**src/rtl/note_key_encoder_pkg.sv**
```systemverilog
// Shared constants for the note input/display paths: note frequencies, octave
// encoding, the "no key" index and the display mode codes.
package note_pkg;

  localparam logic [31:0] FRE_DO_LOW  = 32'd131;
  localparam logic [31:0] FRE_RE_LOW  = 32'd147;
  localparam logic [31:0] FRE_MI_LOW  = 32'd165;
  localparam logic [31:0] FRE_FA_LOW  = 32'd175;
  localparam logic [31:0] FRE_SO_LOW  = 32'd196;
  localparam logic [31:0] FRE_LA_LOW  = 32'd220;
  localparam logic [31:0] FRE_SI_LOW  = 32'd247;

  localparam logic [31:0] FRE_DO      = 32'd262;
  localparam logic [31:0] FRE_RE      = 32'd294;
  localparam logic [31:0] FRE_MI      = 32'd330;
  localparam logic [31:0] FRE_FA      = 32'd349;
  localparam logic [31:0] FRE_SO      = 32'd392;
  localparam logic [31:0] FRE_LA      = 32'd440;
  localparam logic [31:0] FRE_SI      = 32'd494;

  localparam logic [31:0] FRE_DO_HIGH = 32'd523;
  localparam logic [31:0] FRE_RE_HIGH = 32'd587;
  localparam logic [31:0] FRE_MI_HIGH = 32'd659;
  localparam logic [31:0] FRE_FA_HIGH = 32'd698;
  localparam logic [31:0] FRE_SO_HIGH = 32'd784;
  localparam logic [31:0] FRE_LA_HIGH = 32'd880;
  localparam logic [31:0] FRE_SI_HIGH = 32'd988;

  typedef enum logic [1:0] {
    OCT_LOW  = 2'd0,
    OCT_MID  = 2'd1,
    OCT_HIGH = 2'd2
  } octave_t;

  localparam logic [2:0] NOTE_NONE = 3'd7;

  localparam logic [1:0] MODE_FREE  = 2'd0;
  localparam logic [1:0] MODE_PLAY  = 2'd1;
  localparam logic [1:0] MODE_LEARN = 2'd2;

  // Unknown index (including NOTE_NONE) maps to 0, which the buzzer treats as silence.
  function automatic logic [31:0] note_fre(input logic [2:0] idx, input octave_t oct);
    logic [31:0] lo, mid, hi, res;
    lo  = '0;
    mid = '0;
    hi  = '0;
    case (idx)
      3'd0: begin lo = FRE_DO_LOW; mid = FRE_DO; hi = FRE_DO_HIGH; end
      3'd1: begin lo = FRE_RE_LOW; mid = FRE_RE; hi = FRE_RE_HIGH; end
      3'd2: begin lo = FRE_MI_LOW; mid = FRE_MI; hi = FRE_MI_HIGH; end
      3'd3: begin lo = FRE_FA_LOW; mid = FRE_FA; hi = FRE_FA_HIGH; end
      3'd4: begin lo = FRE_SO_LOW; mid = FRE_SO; hi = FRE_SO_HIGH; end
      3'd5: begin lo = FRE_LA_LOW; mid = FRE_LA; hi = FRE_LA_HIGH; end
      3'd6: begin lo = FRE_SI_LOW; mid = FRE_SI; hi = FRE_SI_HIGH; end
      default: ;
    endcase
    case (oct)
      OCT_LOW:  res = lo;
      OCT_HIGH: res = hi;
      default:  res = mid;
    endcase
    return res;
  endfunction

endpackage

```
**src/rtl/note_key_encoder_if.sv**
```systemverilog
// Board-side inputs and note-code outputs of the note key encoder.
interface note_key_encoder_if;
  logic [6:0]  key_raw;
  logic        oct_up_raw;
  logic        oct_dn_raw;
  logic [31:0] fre;
  logic [2:0]  note_idx;
  logic [1:0]  octave;
  logic        note_valid;
  logic        press_pulse;

  modport master (
    output key_raw, oct_up_raw, oct_dn_raw,
    input  fre, note_idx, octave, note_valid, press_pulse
  );

  modport slave (
    input  key_raw, oct_up_raw, oct_dn_raw,
    output fre, note_idx, octave, note_valid, press_pulse
  );
endinterface

```
**src/rtl/note_key_encoder_debounce_bit.sv**
```systemverilog
// One raw board input: two-flop synchroniser followed by a stability counter
// that only lets the debounced level follow after DEBOUNCE_CYCLES steady cycles.
module debounce_bit #(
  parameter int DEBOUNCE_CYCLES = 1_000_000,
  parameter int CNT_W           = 20
) (
  input  logic clk,
  input  logic rst,
  input  logic raw,
  output logic level
);

  logic meta;
  logic synced;
  logic [CNT_W-1:0] cnt;

  always_ff @(posedge clk or posedge rst) begin
    if (rst) begin
      meta   <= 1'b0;
      synced <= 1'b0;
    end else begin
      meta   <= raw;
      synced <= meta;
    end
  end

  // Any cycle where the synced input agrees with the debounced level restarts the count.
  always_ff @(posedge clk or posedge rst) begin
    if (rst) begin
      level <= 1'b0;
      cnt   <= '0;
    end else if (synced == level) begin
      cnt <= '0;
    end else if (cnt == CNT_W'(DEBOUNCE_CYCLES - 1)) begin
      level <= synced;
      cnt   <= '0;
    end else begin
      cnt <= cnt + CNT_W'(1);
    end
  end

endmodule

```
**src/rtl/note_key_encoder.sv**
```systemverilog
// Debounces note keys and octave buttons, picks the lowest pressed note, tracks
// a saturating octave and drives the registered note code for display/buzzer.
import note_pkg::*;

module note_key_encoder #(
  parameter int DEBOUNCE_CYCLES = 1_000_000,
  parameter int CNT_W           = 20
) (
  input logic             clk,
  input logic             rst,
  note_key_encoder_if.slave bus
);

  logic [8:0] raw_vec;
  logic [8:0] level_vec;
  logic [2:0] enc_idx;
  logic [2:0] stage_idx;
  logic       up_prev;
  logic       dn_prev;
  logic       up_rise;
  logic       dn_rise;
  octave_t    oct_state;

  assign raw_vec = {bus.oct_dn_raw, bus.oct_up_raw, bus.key_raw};

  for (genvar i = 0; i < 9; i++) begin : g_db
    debounce_bit #(
      .DEBOUNCE_CYCLES(DEBOUNCE_CYCLES),
      .CNT_W          (CNT_W)
    ) u_db (
      .clk  (clk),
      .rst  (rst),
      .raw  (raw_vec[i]),
      .level(level_vec[i])
    );
  end

  // Scan from the top so the lowest-index pressed key is the one left standing.
  always_comb begin
    enc_idx = NOTE_NONE;
    for (int k = 6; k >= 0; k--) begin
      if (level_vec[k]) enc_idx = 3'(k);
    end
  end

  assign up_rise = level_vec[7] & ~up_prev;
  assign dn_rise = level_vec[8] & ~dn_prev;

  // Opposing edges in the same cycle cancel; a held button produces only one edge.
  always_ff @(posedge clk or posedge rst) begin
    if (rst) begin
      oct_state <= OCT_MID;
      up_prev   <= 1'b0;
      dn_prev   <= 1'b0;
      stage_idx <= NOTE_NONE;
    end else begin
      up_prev   <= level_vec[7];
      dn_prev   <= level_vec[8];
      stage_idx <= enc_idx;
      if (up_rise && !dn_rise) begin
        case (oct_state)
          OCT_LOW: oct_state <= OCT_MID;
          OCT_MID: oct_state <= OCT_HIGH;
          default: oct_state <= OCT_HIGH;
        endcase
      end else if (dn_rise && !up_rise) begin
        case (oct_state)
          OCT_HIGH: oct_state <= OCT_MID;
          OCT_MID:  oct_state <= OCT_LOW;
          default:  oct_state <= OCT_LOW;
        endcase
      end
    end
  end

  // press_pulse compares against the index currently on the port, so an octave
  // change with the same key held never re-triggers it.
  always_ff @(posedge clk or posedge rst) begin
    if (rst) begin
      bus.fre         <= '0;
      bus.note_idx    <= NOTE_NONE;
      bus.octave      <= OCT_MID;
      bus.note_valid  <= 1'b0;
      bus.press_pulse <= 1'b0;
    end else begin
      bus.fre         <= note_fre(stage_idx, oct_state);
      bus.note_idx    <= stage_idx;
      bus.octave      <= oct_state;
      bus.note_valid  <= (stage_idx != NOTE_NONE);
      bus.press_pulse <= (stage_idx != NOTE_NONE) && (stage_idx != bus.note_idx);
    end
  end

endmodule

```
**src/flat_wrapper.sv**
```systemverilog
// flat-port wrapper written by rule: the top's interface ports become plain ports
module note_key_encoder_flat 
#(
  parameter int DEBOUNCE_CYCLES = 1_000_000,
  parameter int CNT_W           = 20
)
  (clk, rst, bus_key_raw, bus_oct_up_raw, bus_oct_dn_raw, bus_fre, bus_note_idx, bus_octave, bus_note_valid, bus_press_pulse);
  note_key_encoder_if bus_i ();
  input logic clk;
  input logic rst;
  input wire logic [$bits(bus_i.key_raw)-1:0] bus_key_raw;
  input wire logic [$bits(bus_i.oct_up_raw)-1:0] bus_oct_up_raw;
  input wire logic [$bits(bus_i.oct_dn_raw)-1:0] bus_oct_dn_raw;
  output wire logic [$bits(bus_i.fre)-1:0] bus_fre;
  output wire logic [$bits(bus_i.note_idx)-1:0] bus_note_idx;
  output wire logic [$bits(bus_i.octave)-1:0] bus_octave;
  output wire logic [$bits(bus_i.note_valid)-1:0] bus_note_valid;
  output wire logic [$bits(bus_i.press_pulse)-1:0] bus_press_pulse;
  assign bus_i.key_raw = bus_key_raw;
  assign bus_i.oct_up_raw = bus_oct_up_raw;
  assign bus_i.oct_dn_raw = bus_oct_dn_raw;
  assign bus_fre = bus_i.fre;
  assign bus_note_idx = bus_i.note_idx;
  assign bus_octave = bus_i.octave;
  assign bus_note_valid = bus_i.note_valid;
  assign bus_press_pulse = bus_i.press_pulse;
  note_key_encoder #(.DEBOUNCE_CYCLES(DEBOUNCE_CYCLES), .CNT_W(CNT_W)) u_core (.clk(clk), .rst(rst), .bus(bus_i));
endmodule
```
**config.mk**
```make
export PLATFORM = sky130hd
export DESIGN_NAME = note_key_encoder_flat
export DESIGN_NICKNAME = d
export VERILOG_FILES = /design/src/rtl/note_key_encoder_pkg.sv /design/src/rtl/note_key_encoder_if.sv /design/src/rtl/note_key_encoder_debounce_bit.sv /design/src/rtl/note_key_encoder.sv /design/src/flat_wrapper.sv
export SDC_FILE = /design/constraint.sdc
export NUM_CORES = 1
export LEC_CHECK = 0
export CAP_MARGIN = 10
export CORE_ASPECT_RATIO = 1.4
export CORE_MARGIN = 2
export CORE_UTILIZATION = 42
export DETAILED_ROUTE_END_ITERATION = 10
export PLACE_DENSITY_LB_ADDON = 0.05
export SLEW_MARGIN = 20
export SYNTH_ARGS = -nofsm -noshare
export SYNTH_HDL_FRONTEND = slang
export SYNTH_SLANG_ARGS = --single-unit
```
**constraint.sdc**
```tcl
create_clock -name clk -period 9.25 [get_ports clk]
set_input_delay 0.925 -clock clk [delete_from_list [all_inputs] [get_ports clk]]
set_output_delay 0.925 -clock clk [all_outputs]
set_load 0.03 [all_outputs]
```
# Word-level counts from Yosys, hierarchy flattened
# Index checks and enable logic that the tools add are counted.
# op_classes
n_addsub	9
eq_ne	27
n_mux	33
bitwise_logic	13
reduce_logical	17
# op_table
operator	count
20-bit 2-to-1 mux	18
20-bit by 1-bit adder with 20-bit output, second input constant	9
20-bit == test, second input constant	9
10-bit case mux with 7 select lines	1
9-bit case mux with 7 select lines	1
8-bit case mux with 7 select lines	1
10-bit case mux with 2 select lines	1
2-bit AND reduction	9
3-bit 2-to-1 mux	4
1-bit NOT	11
2-bit 2-to-1 mux	5
1-bit == test	9
3-bit == test, second input constant	3
3-bit by 2-bit == test with 1-bit output, second input constant	2
3-bit by 1-bit == test with 1-bit output, second input constant	1
1-bit logical AND	3
3-bit zero test	1
3-bit inequality test	1
3-bit inequality test, second input constant	1
1-bit bitwise AND	2
2-bit == test, second input constant	1
1-bit zero test	2
2-bit zero test	1
1-bit 2-to-1 mux	2
2-bit nonzero test	1
# word_totals
regBits	231
out_inout_bits	39
elab_cells	144

# Longest topological paths before layout
# Gate-level depths: netlist (run 1).
# logic_depth
ltp_word	7
mapped_depth	6

# Hierarchy
# A second synthesis (run 1) with hierarchy kept.
# unflattened
hier_cells	1111
area_unflattened_um2	11338.4
# by_module_without_submodules
module	instances	cells_each	area_per_inst_um2
debounce_bit	9	109	1118.6
note_key_encoder	1	130	1271.2

# Worst setup path after synthesis (run 1)
# Ideal clock, no wire load.
# synth_path
path_kind	register to register
startpoint	register u_core.g_db[6].u_db.cnt[0]
endpoint	register u_core.g_db[6].u_db.cnt[18]
arrival_time_ns	1.905
required_time_ns	9.172
setup_slack_ns	7.267
path_stages_with_launch	7
path_buffers	1
synth_period_minus_slack_ns	1.983
cell_sequence	dfrtp_1 ha_1 nand2_1 or4_1 buf_2 or4_1 a21oi_1
# synth_between
elab_chain_len	3
word_cells_on_any_way	4
classes_between	add/sub (1); eq/ne (1); mux (2)
# synth_rtl
item	line_no	rtl
start: declaration	note_key_encoder_debounce_bit.sv:15	logic [CNT_W-1:0] cnt;
start signal: assignment	note_key_encoder_debounce_bit.sv:38	cnt <= cnt + CNT_W'(1);
20-bit by 1-bit adder with 20-bit output / 20-bit == test (equally long branches)	note_key_encoder_debounce_bit.sv:38, note_key_encoder_debounce_bit.sv:34	
20-bit 2-to-1 mux (*)	note_key_encoder_debounce_bit.sv:34	end else if (cnt == CNT_W'(DEBOUNCE_CYCLES - 1)) begin
20-bit 2-to-1 mux (*)	note_key_encoder_debounce_bit.sv:32	end else if (synced == level) begin
# Mark *: on every way between the ends. The rest lies on a longest branch, timed or not.
# A chain may end at the register's enable or synchronous reset.

# Final worst setup path (run 1)
# layout_path
startpoint	register u_core.bus.note_idx[1]
endpoint	output port bus_note_idx[1]
# layout_lines
item	line_no	rtl
start: declaration	note_key_encoder_if.sv:19	output fre, note_idx, octave, note_valid, press_pulse
start signal: assignment	note_key_encoder.sv:87	bus.note_idx <= stage_idx;
end: declaration	flat_wrapper.sv:15	output wire logic [$bits(bus_i.note_idx)-1:0] bus_note_idx;
# No word-level cell between the ends.

==> flow_summary.json, run 1 <==
{
  "p_clk_share_pct": 45.8,
  "worst_setup_path_start_kind": "flop",
  "clock_skew_ns": 0.01101,
  "portBuffers": 27,
  "fin_area_sq_mm": 0.01239,
  "areaGrowthSynthToFinish_pct": 12.13,
  "antenna_found_initial": 0,
  "min_path_type": "flop to flop",
  "ys_warn_count": 0,
  "worst_pin_slew_ns": 0.8776,
  "cp_slowest_cell": "clkdlybuf4s50_1",
  "report.final.slew_viol_count": 0,
  "cts_buffer_depth": 3,
  "dieArea_sq_mm": 0.02764,
  "cp_top_family": "buffers and inverters",
  "cp-startpoint": "u_core.bus.note_idx[1]$_DFF_PP1_",
  "fin_util_pct": 47.63,
  "numCtsBuffers": 25,
  "required_ns": 8.33,
  "design.core.area_sq_mm": 0.02601,
  "post-route-period-util_pct": 29.93,
  "arrival_ns": 1.84,
  "hold_buffers": 0,
  "synthCells": 1126,
  "crit_path_end": "bus_note_idx[1]",
  "grt_pass1_vias": 7952,
  "cts_setup_buffers": 0,
  "critical_path.max_stage_delay_ns": 0.78,
  "antenna_left": 0,
  "p_per_area_mw_per_mm2": 165.5,
  "rows": 70,
  "drv_cap": 0,
  "combPwrFrac_pct": 3.6,
  "grt_pass1_wl_um": 38120,
  "fin_crit_ns": 2.769,
  "rrSetupSlack_ns": 6.98,
  "synth_edf_count": 0,
  "grt_max_degree": 84,
  "timing.rr.end": "u_core.g_db[0].u_db.cnt[8]$_DFF_PP0_",
  "drive_gt1_share_pct": 6.564,
  "fp.dieH_um": 195.9,
  "total_power_mw": 2.051,
  "yosysMostFrequentCell": "dfrtp_1",
  "place.gp.congestion": 0.7776,
  "timing.setup.tns_ns": 0,
  "path_max_fanout": 5,
  "dpl.hpwl_um": 14100,
  "p_int_mw": 1.594,
  "drtPass1Iterations": 4,
  "holdWs_ns": 0.3454,
  "post_cts_resized": 0,
  "place_ws_ns": 6.216,
  "initial_core_util_pct": 42.48,
  "nNetsFinal": 1176,
  "io-pin-count": 50,
  "switchingPower_mw": 0.4564,
  "p_leak_nw": 4.981,
  "synthFlopType": "dfrtp_1",
  "setup.worst_path.end_class": "primary output",
  "rsz0062_at_grt": "no",
  "die_x_um": 141.1,
  "cts_tree": "yes",
  "cp_cell_sequence": "clkdlybuf4s50_1",
  "outcome": "finished clean",
  "syn-cell-area_sq_mm": 0.01105,
  "diodes": 0,
  "syn_avg_cell_area_sq_um": 9.814,
  "drtIter0Drc": 332,
  "grt_overflow_total": 0,
  "worst_slack_ns": 6.481,
  "placed_cell_area_sq_mm": 0.01162,
  "stdcell_count": 1497,
  "cts_sinks": 231,
  "drc_errors": 0,
  "rr_worst_depth": 5,
  "r2r_start": "u_core.g_db[0].u_db.cnt[16]$_DFF_PP0_",
  "wire_per_inst_um": 14.27,
  "max_slew_margin_pct": 41.50,
  "max_freq_mhz": 361.1,
  "synth.top_cell.area_share_pct": 50.50,
  "synth.area.top_cells": "dfrtp_1, xnor2_1, nor2_1",
  "fill_cells": 2510,
  "peakVddDrop_mv": 0.1310,
  "dp_cells": 1452,
  "yosys.area.top_type": "dfrtp_1",
  "critPathBufInv": 1,
  "async_flop_share_pct": 100.0,
  "cp_num_cells": 1,
  "cts_root_buffer": "clkbuf_16",
  "track_usage_pct": 16.14,
  "critPathKind": "flop to primary output",
  "wirelength_um": 21370,
  "power_frac_seq_pct": 50.6,
  "finalSetupViolations": 0,
  "sw_frac_of_total_pct": 22.26,
  "cts.clk_slew.worst_paths_ns": 0.06,
  "ys_seq_elements": 231,
  "vias": 7961,
  "htree_levels": 1,
  "ys_types": 48,
  "synthTopCellsByCount": "dfrtp_1, nor2_1, nand3_1, xnor2_1, a21oi_1",
  "synth_seq_area_share_pct": 52.40,
  "clk_latency_ns": 0.52,
  "hold_viol_final": 0,
  "viasPerCell": 5.318
}
layer usage:
| metal | vias to the layer above | GRT usage, % | routed length (um) |
|---|---|---|---|
| met5 | - | 0 | 0 |
| met4 | 0 | 4.037 | 384 |
| met3 | 33 | 2.416 | 673 |
| met2 | 85 | 28.14 | 10500 |
| met1 | 3859 | 21.10 | 9812 |
| li1 | 3984 | - | - |
power by group through the flow:
stage | clock [mW] | combinational, mW | sequential (mW)
6_report | 0.939 | 0.0735 | 1.04
5_1_grt | 1.02 | 0.0861 | 1.04
4_1_cts | 0.979 | 0.0764 | 1.04
3_5_place_dp | 0 | 0.0763 | 1.06
3_3_place_gp | 0 | 0.0759 | 1.06
2_1_floorplan | 0 | 0.0614 | 1.05
worst min path at each step:
| stage | startpoint | to | slack [ns] | cells after the start |
|---|---|---|---|---|
| finish | u_core.g_db[6].u_db.meta$_DFF_PP0_ | u_core.g_db[6].u_db.synced$_DFF_PP0_ | 0.35 | 0 |
| global route | u_core.g_db[0].u_db.meta$_DFF_PP0_ | u_core.g_db[0].u_db.synced$_DFF_PP0_ | 0.35 | 0 |
| CTS | u_core.g_db[0].u_db.meta$_DFF_PP0_ | u_core.g_db[0].u_db.synced$_DFF_PP0_ | 0.35 | 0 |
| detailed placement | u_core.g_db[0].u_db.meta$_DFF_PP0_ | u_core.g_db[0].u_db.synced$_DFF_PP0_ | 0.33 | 0 |
| global placement | u_core.g_db[1].u_db.meta$_DFF_PP0_ | u_core.g_db[1].u_db.synced$_DFF_PP0_ | 0.33 | 0 |
| floorplan | u_core.g_db[0].u_db.meta$_DFF_PP0_ | u_core.g_db[0].u_db.synced$_DFF_PP0_ | 0.33 | 0 |
registers in the layout, indices dropped and copies added (netlist names), 2 cells and up:
| register | count |
|---|---|
| u_core.g_db.u_db.meta | 9 |
| u_core.bus.note_idx | 3 |
| u_core.g_db.u_db.synced | 9 |
| u_core.g_db.u_db.cnt | 180 |
| u_core.oct_state | 2 |
| u_core.bus.octave | 2 |
| u_core.g_db.u_db.level | 9 |
| u_core.stage_idx | 3 |
| u_core.bus.fre | 10 |
layout make-up:
type | instances | area [sq um] | area share (%)
clock inverters | 5 | 50.05 | 0.4039
well taps | 324 | 405.4 | 3.272
flip-flops and latches | 231 | 5791 | 46.73
clock buffers | 40 | 711.9 | 5.746
repair buffers | 38 | 356.6 | 2.878
inverters | 42 | 165.2 | 1.333
multi-input cells | 817 | 4911 | 39.63
placed cells by master, fill, tap and decap left out, drive strengths merged, types with 25 or more instances in the layout:
master	n
nand3	74
clkbuf	40
dfrtp	223
nand2	58
xnor2	72
or4	25
or3	29
a21oi	61
clkdlybuf4s50	27
nor3	40
nand4	31
xor2	50
o21ai	44
nor4	31
nor2	158
inv	42
cells by family after synthesis:
| family | share of synthesized area [%] |
|---|---|
| mux | 1.008 |
| flops | 52.40 |
| xor+xnor | 9.669 |
| compound gates | 7.258 |
| simple gates | 24.35 |
| other cells | 0.03393 |
| fa+ha+maj | 1.132 |
| buf+inv | 4.144 |
Power figures use the tool's default switching activity.
==> run 2, diff against run 1 <==
==> constraint.sdc (replaced) <==
create_clock -name clk -period 2.4 [get_ports clk]
set_input_delay 0.24 -clock clk [delete_from_list [all_inputs] [get_ports clk]]
set_output_delay 0.24 -clock clk [all_outputs]
set_load 0.03 [all_outputs]
==> flow_summary.json, run 2 (synthesis results as in run 1) <==
{
  "fill_cells": 2484,
  "max_freq_mhz": 469.9,
  "grt_max_degree": 102,
  "cts.clk_slew.worst_paths_ns": 0.06,
  "top_regs": "u_core.g_db.u_db.cnt (180), u_core.bus.fre (10)",
  "worst_setup_path_start_kind": "flop",
  "worstHoldPathCells": 1,
  "required_ns": 2.84,
  "p_clk_share_pct": 46.5,
  "fp.dieH_um": 195.9,
  "layout_common_cells": "dfrtp_1, nor2_1, nand3_1",
  "timing.rr.end": "u_core.g_db[6].u_db.cnt[18]$_DFF_PP0_",
  "cts_sinks": 231,
  "cp_cell_sequence": "ha_1 -> nand2_1 -> or4_1 -> or4_1 -> a21oi_1",
  "fin_crit_ns": 2.128,
  "cp_slowest_cell": "or4_1",
  "portBuffers": 27,
  "cts_setup_buffers": 0,
  "outcome": "finished clean",
  "io-pin-count": 50,
  "grt_overflow_total": 0,
  "grt_pass1_wl_um": 38110,
  "p_leak_nw": 5.063,
  "fin_util_pct": 48.20,
  "drive_gt1_share_pct": 8.179,
  "critPathKind": "flop to flop",
  "cts_root_buffer": "clkbuf_16",
  "r2r_start": "u_core.g_db[6].u_db.cnt[0]$_DFF_PP0_",
  "crit_top_cell": "or4_1",
  "wirelength_um": 21630,
  "drtIter0Drc": 314,
  "clk_latency_ns": 0.51,
  "drtPass1Iterations": 4,
  "min_from": "bus_key_raw[5]",
  "min_path_type": "input port to flop",
  "rows": 70,
  "p_per_area_mw_per_mm2": 639.7,
  "min_to": "u_core.g_db[5].u_db.meta$_DFF_PP0_",
  "die_x_um": 141.1,
  "arrival_ns": 2.57,
  "clock_skew_ns": 0.007626,
  "setup.worst_path.end_class": "flop",
  "dieArea_sq_mm": 0.02764,
  "numCtsBuffers": 25,
  "combPwrFrac_pct": 3.6,
  "wire_per_inst_um": 14.32,
  "dpl.hpwl_um": 14470,
  "timing.setup.tns_ns": 0,
  "switchingPower_mw": 1.801,
  "post_cts_resized": 0,
  "sw_frac_of_total_pct": 22.46,
  "rrSetupSlack_ns": 0.27,
  "finalSetupViolations": 0,
  "hold_viol_final": 0,
  "top_register": "u_core.g_db.u_db.cnt",
  "cts_buffer_depth": 3,
  "grt_pass1_vias": 8023,
  "hold_buffers": 0,
  "design.core.area_sq_mm": 0.02601,
  "diodes": 0,
  "stdcell_count": 1510,
  "fin_area_sq_mm": 0.01254,
  "largest_register_ffs": 180,
  "antenna_found_initial": 0,
  "max_slew_margin_pct": 54.39,
  "post-route-period-util_pct": 88.67,
  "report.final.slew_viol_count": 0,
  "holdWs_ns": 0.1609,
  "initial_core_util_pct": 42.48,
  "dp_cells": 1465,
  "path_max_fanout": 7,
  "final_common_cell": "dfrtp_1",
  "place.gp.congestion": 0.7370,
  "rr_worst_depth": 5,
  "rsz0062_at_grt": "no",
  "peakVddDrop_mv": 0.5461,
  "cts_tree": "yes",
  "worst_pin_slew_ns": 0.6780,
  "vias": 7994,
  "power_frac_seq_pct": 49.9,
  "nNetsFinal": 1189,
  "areaGrowthSynthToFinish_pct": 13.45,
  "antenna_left": 0,
  "drc_errors": 0,
  "track_usage_pct": 16.28,
  "placed_cell_area_sq_mm": 0.01174,
  "critical_path.max_stage_delay_ns": 0.64,
  "viasPerCell": 5.294,
  "htree_levels": 1,
  "drv_cap": 0,
  "p_int_mw": 6.219
}
-- run 2: cell types whose count changed in the layout (fill, tap and decap cells not counted) --
| cell | before | now |
|---|---|---|
| clkbuf_8 | 3 | 2 |
| inv_8 | 1 | 0 |
| clkbuf_1 | 12 | 5 |
| clkinvlp_4 | 0 | 2 |
| buf_4 | 10 | 22 |
| clkinv_2 | 4 | 9 |
| bufinv_16 | 1 | 2 |
| buf_12 | 0 | 2 |
| buf_6 | 1 | 0 |
| clkinv_4 | 0 | 1 |
-- run 2: cell type report --
class                      instances  area [sq um]  area share (%)
sequential                       231          5791           46.19
clock inverter                    13         121.4          0.9681
multi-input combinational        817          4911           39.17
tap                              324         405.4           3.234
clock buffer                      32         671.9           5.359
inverter                          42         161.4           1.287
timing repair buffer              51         475.5           3.792
-- run 2: worst max path at each step --
| stage | startpoint | end | slack, ns | cells after the start |
|---|---|---|---|---|
| 6_report | u_core.g_db[6].u_db.cnt[0]$_DFF_PP0_ | u_core.g_db[6].u_db.cnt[18]$_DFF_PP0_ | 0.27 | 5 |
| 3_3_place_gp | u_core.g_db[6].u_db.cnt[0]$_DFF_PP0_ | u_core.g_db[6].u_db.cnt[18]$_DFF_PP0_ | 0.30 | 5 |
| 2_1_floorplan | rst | u_core.bus.fre[0]$_DFF_PP0_ | -0.86 | 1 |
| 5_1_grt | u_core.g_db[6].u_db.cnt[0]$_DFF_PP0_ | u_core.g_db[6].u_db.cnt[18]$_DFF_PP0_ | 0.13 | 5 |
| 4_1_cts | u_core.g_db[6].u_db.cnt[0]$_DFF_PP0_ | u_core.g_db[6].u_db.cnt[18]$_DFF_PP0_ | 0.28 | 5 |
| 3_5_place_dp | u_core.g_db[6].u_db.cnt[0]$_DFF_PP0_ | u_core.g_db[6].u_db.cnt[18]$_DFF_PP0_ | 0.28 | 5 |
-- run 2: power groups by stage --
stage	Clock (mW)	Sequential, mW	Combinational (mW)
floorplan	0	4.06	0.237
global placement	0	4.07	0.302
detailed placement	0	4.07	0.302
CTS	3.87	4.00	0.304
global route	4.05	4.01	0.339
finish	3.73	4.00	0.291
-- run 2: worst max-delay path: cells and delay by family, from the launching register on --
kind / cells / cell delay (ns)
compound gates: 1 / 0.15
fa+ha+maj: 1 / 0.25
flops: 1 / 0.40
simple gates: 3 / 1.25
-- run 2: per-stage QoR --
stage / worst slack [ns] / power [mW]
after floorplan: -0.8554 / 4.296
after global placement: 0.3029 / 4.368
after detailed placement: 0.2759 / 4.370
after CTS: 0.2785 / 8.169
after global routing: 0.1328 / 8.390
final: 0.2720 / 8.020
-- run 2: routing by layer --
metal / up-vias / part of all wire, % / GRT usage [%]
met4: 0 / 1.9 / 4.333
met1: 3873 / 45 / 20.42
met5: - / 0 / 0
met3: 32 / 3.5 / 2.563
met2: 87 / 50 / 29.14
li1: 4002 / - / -
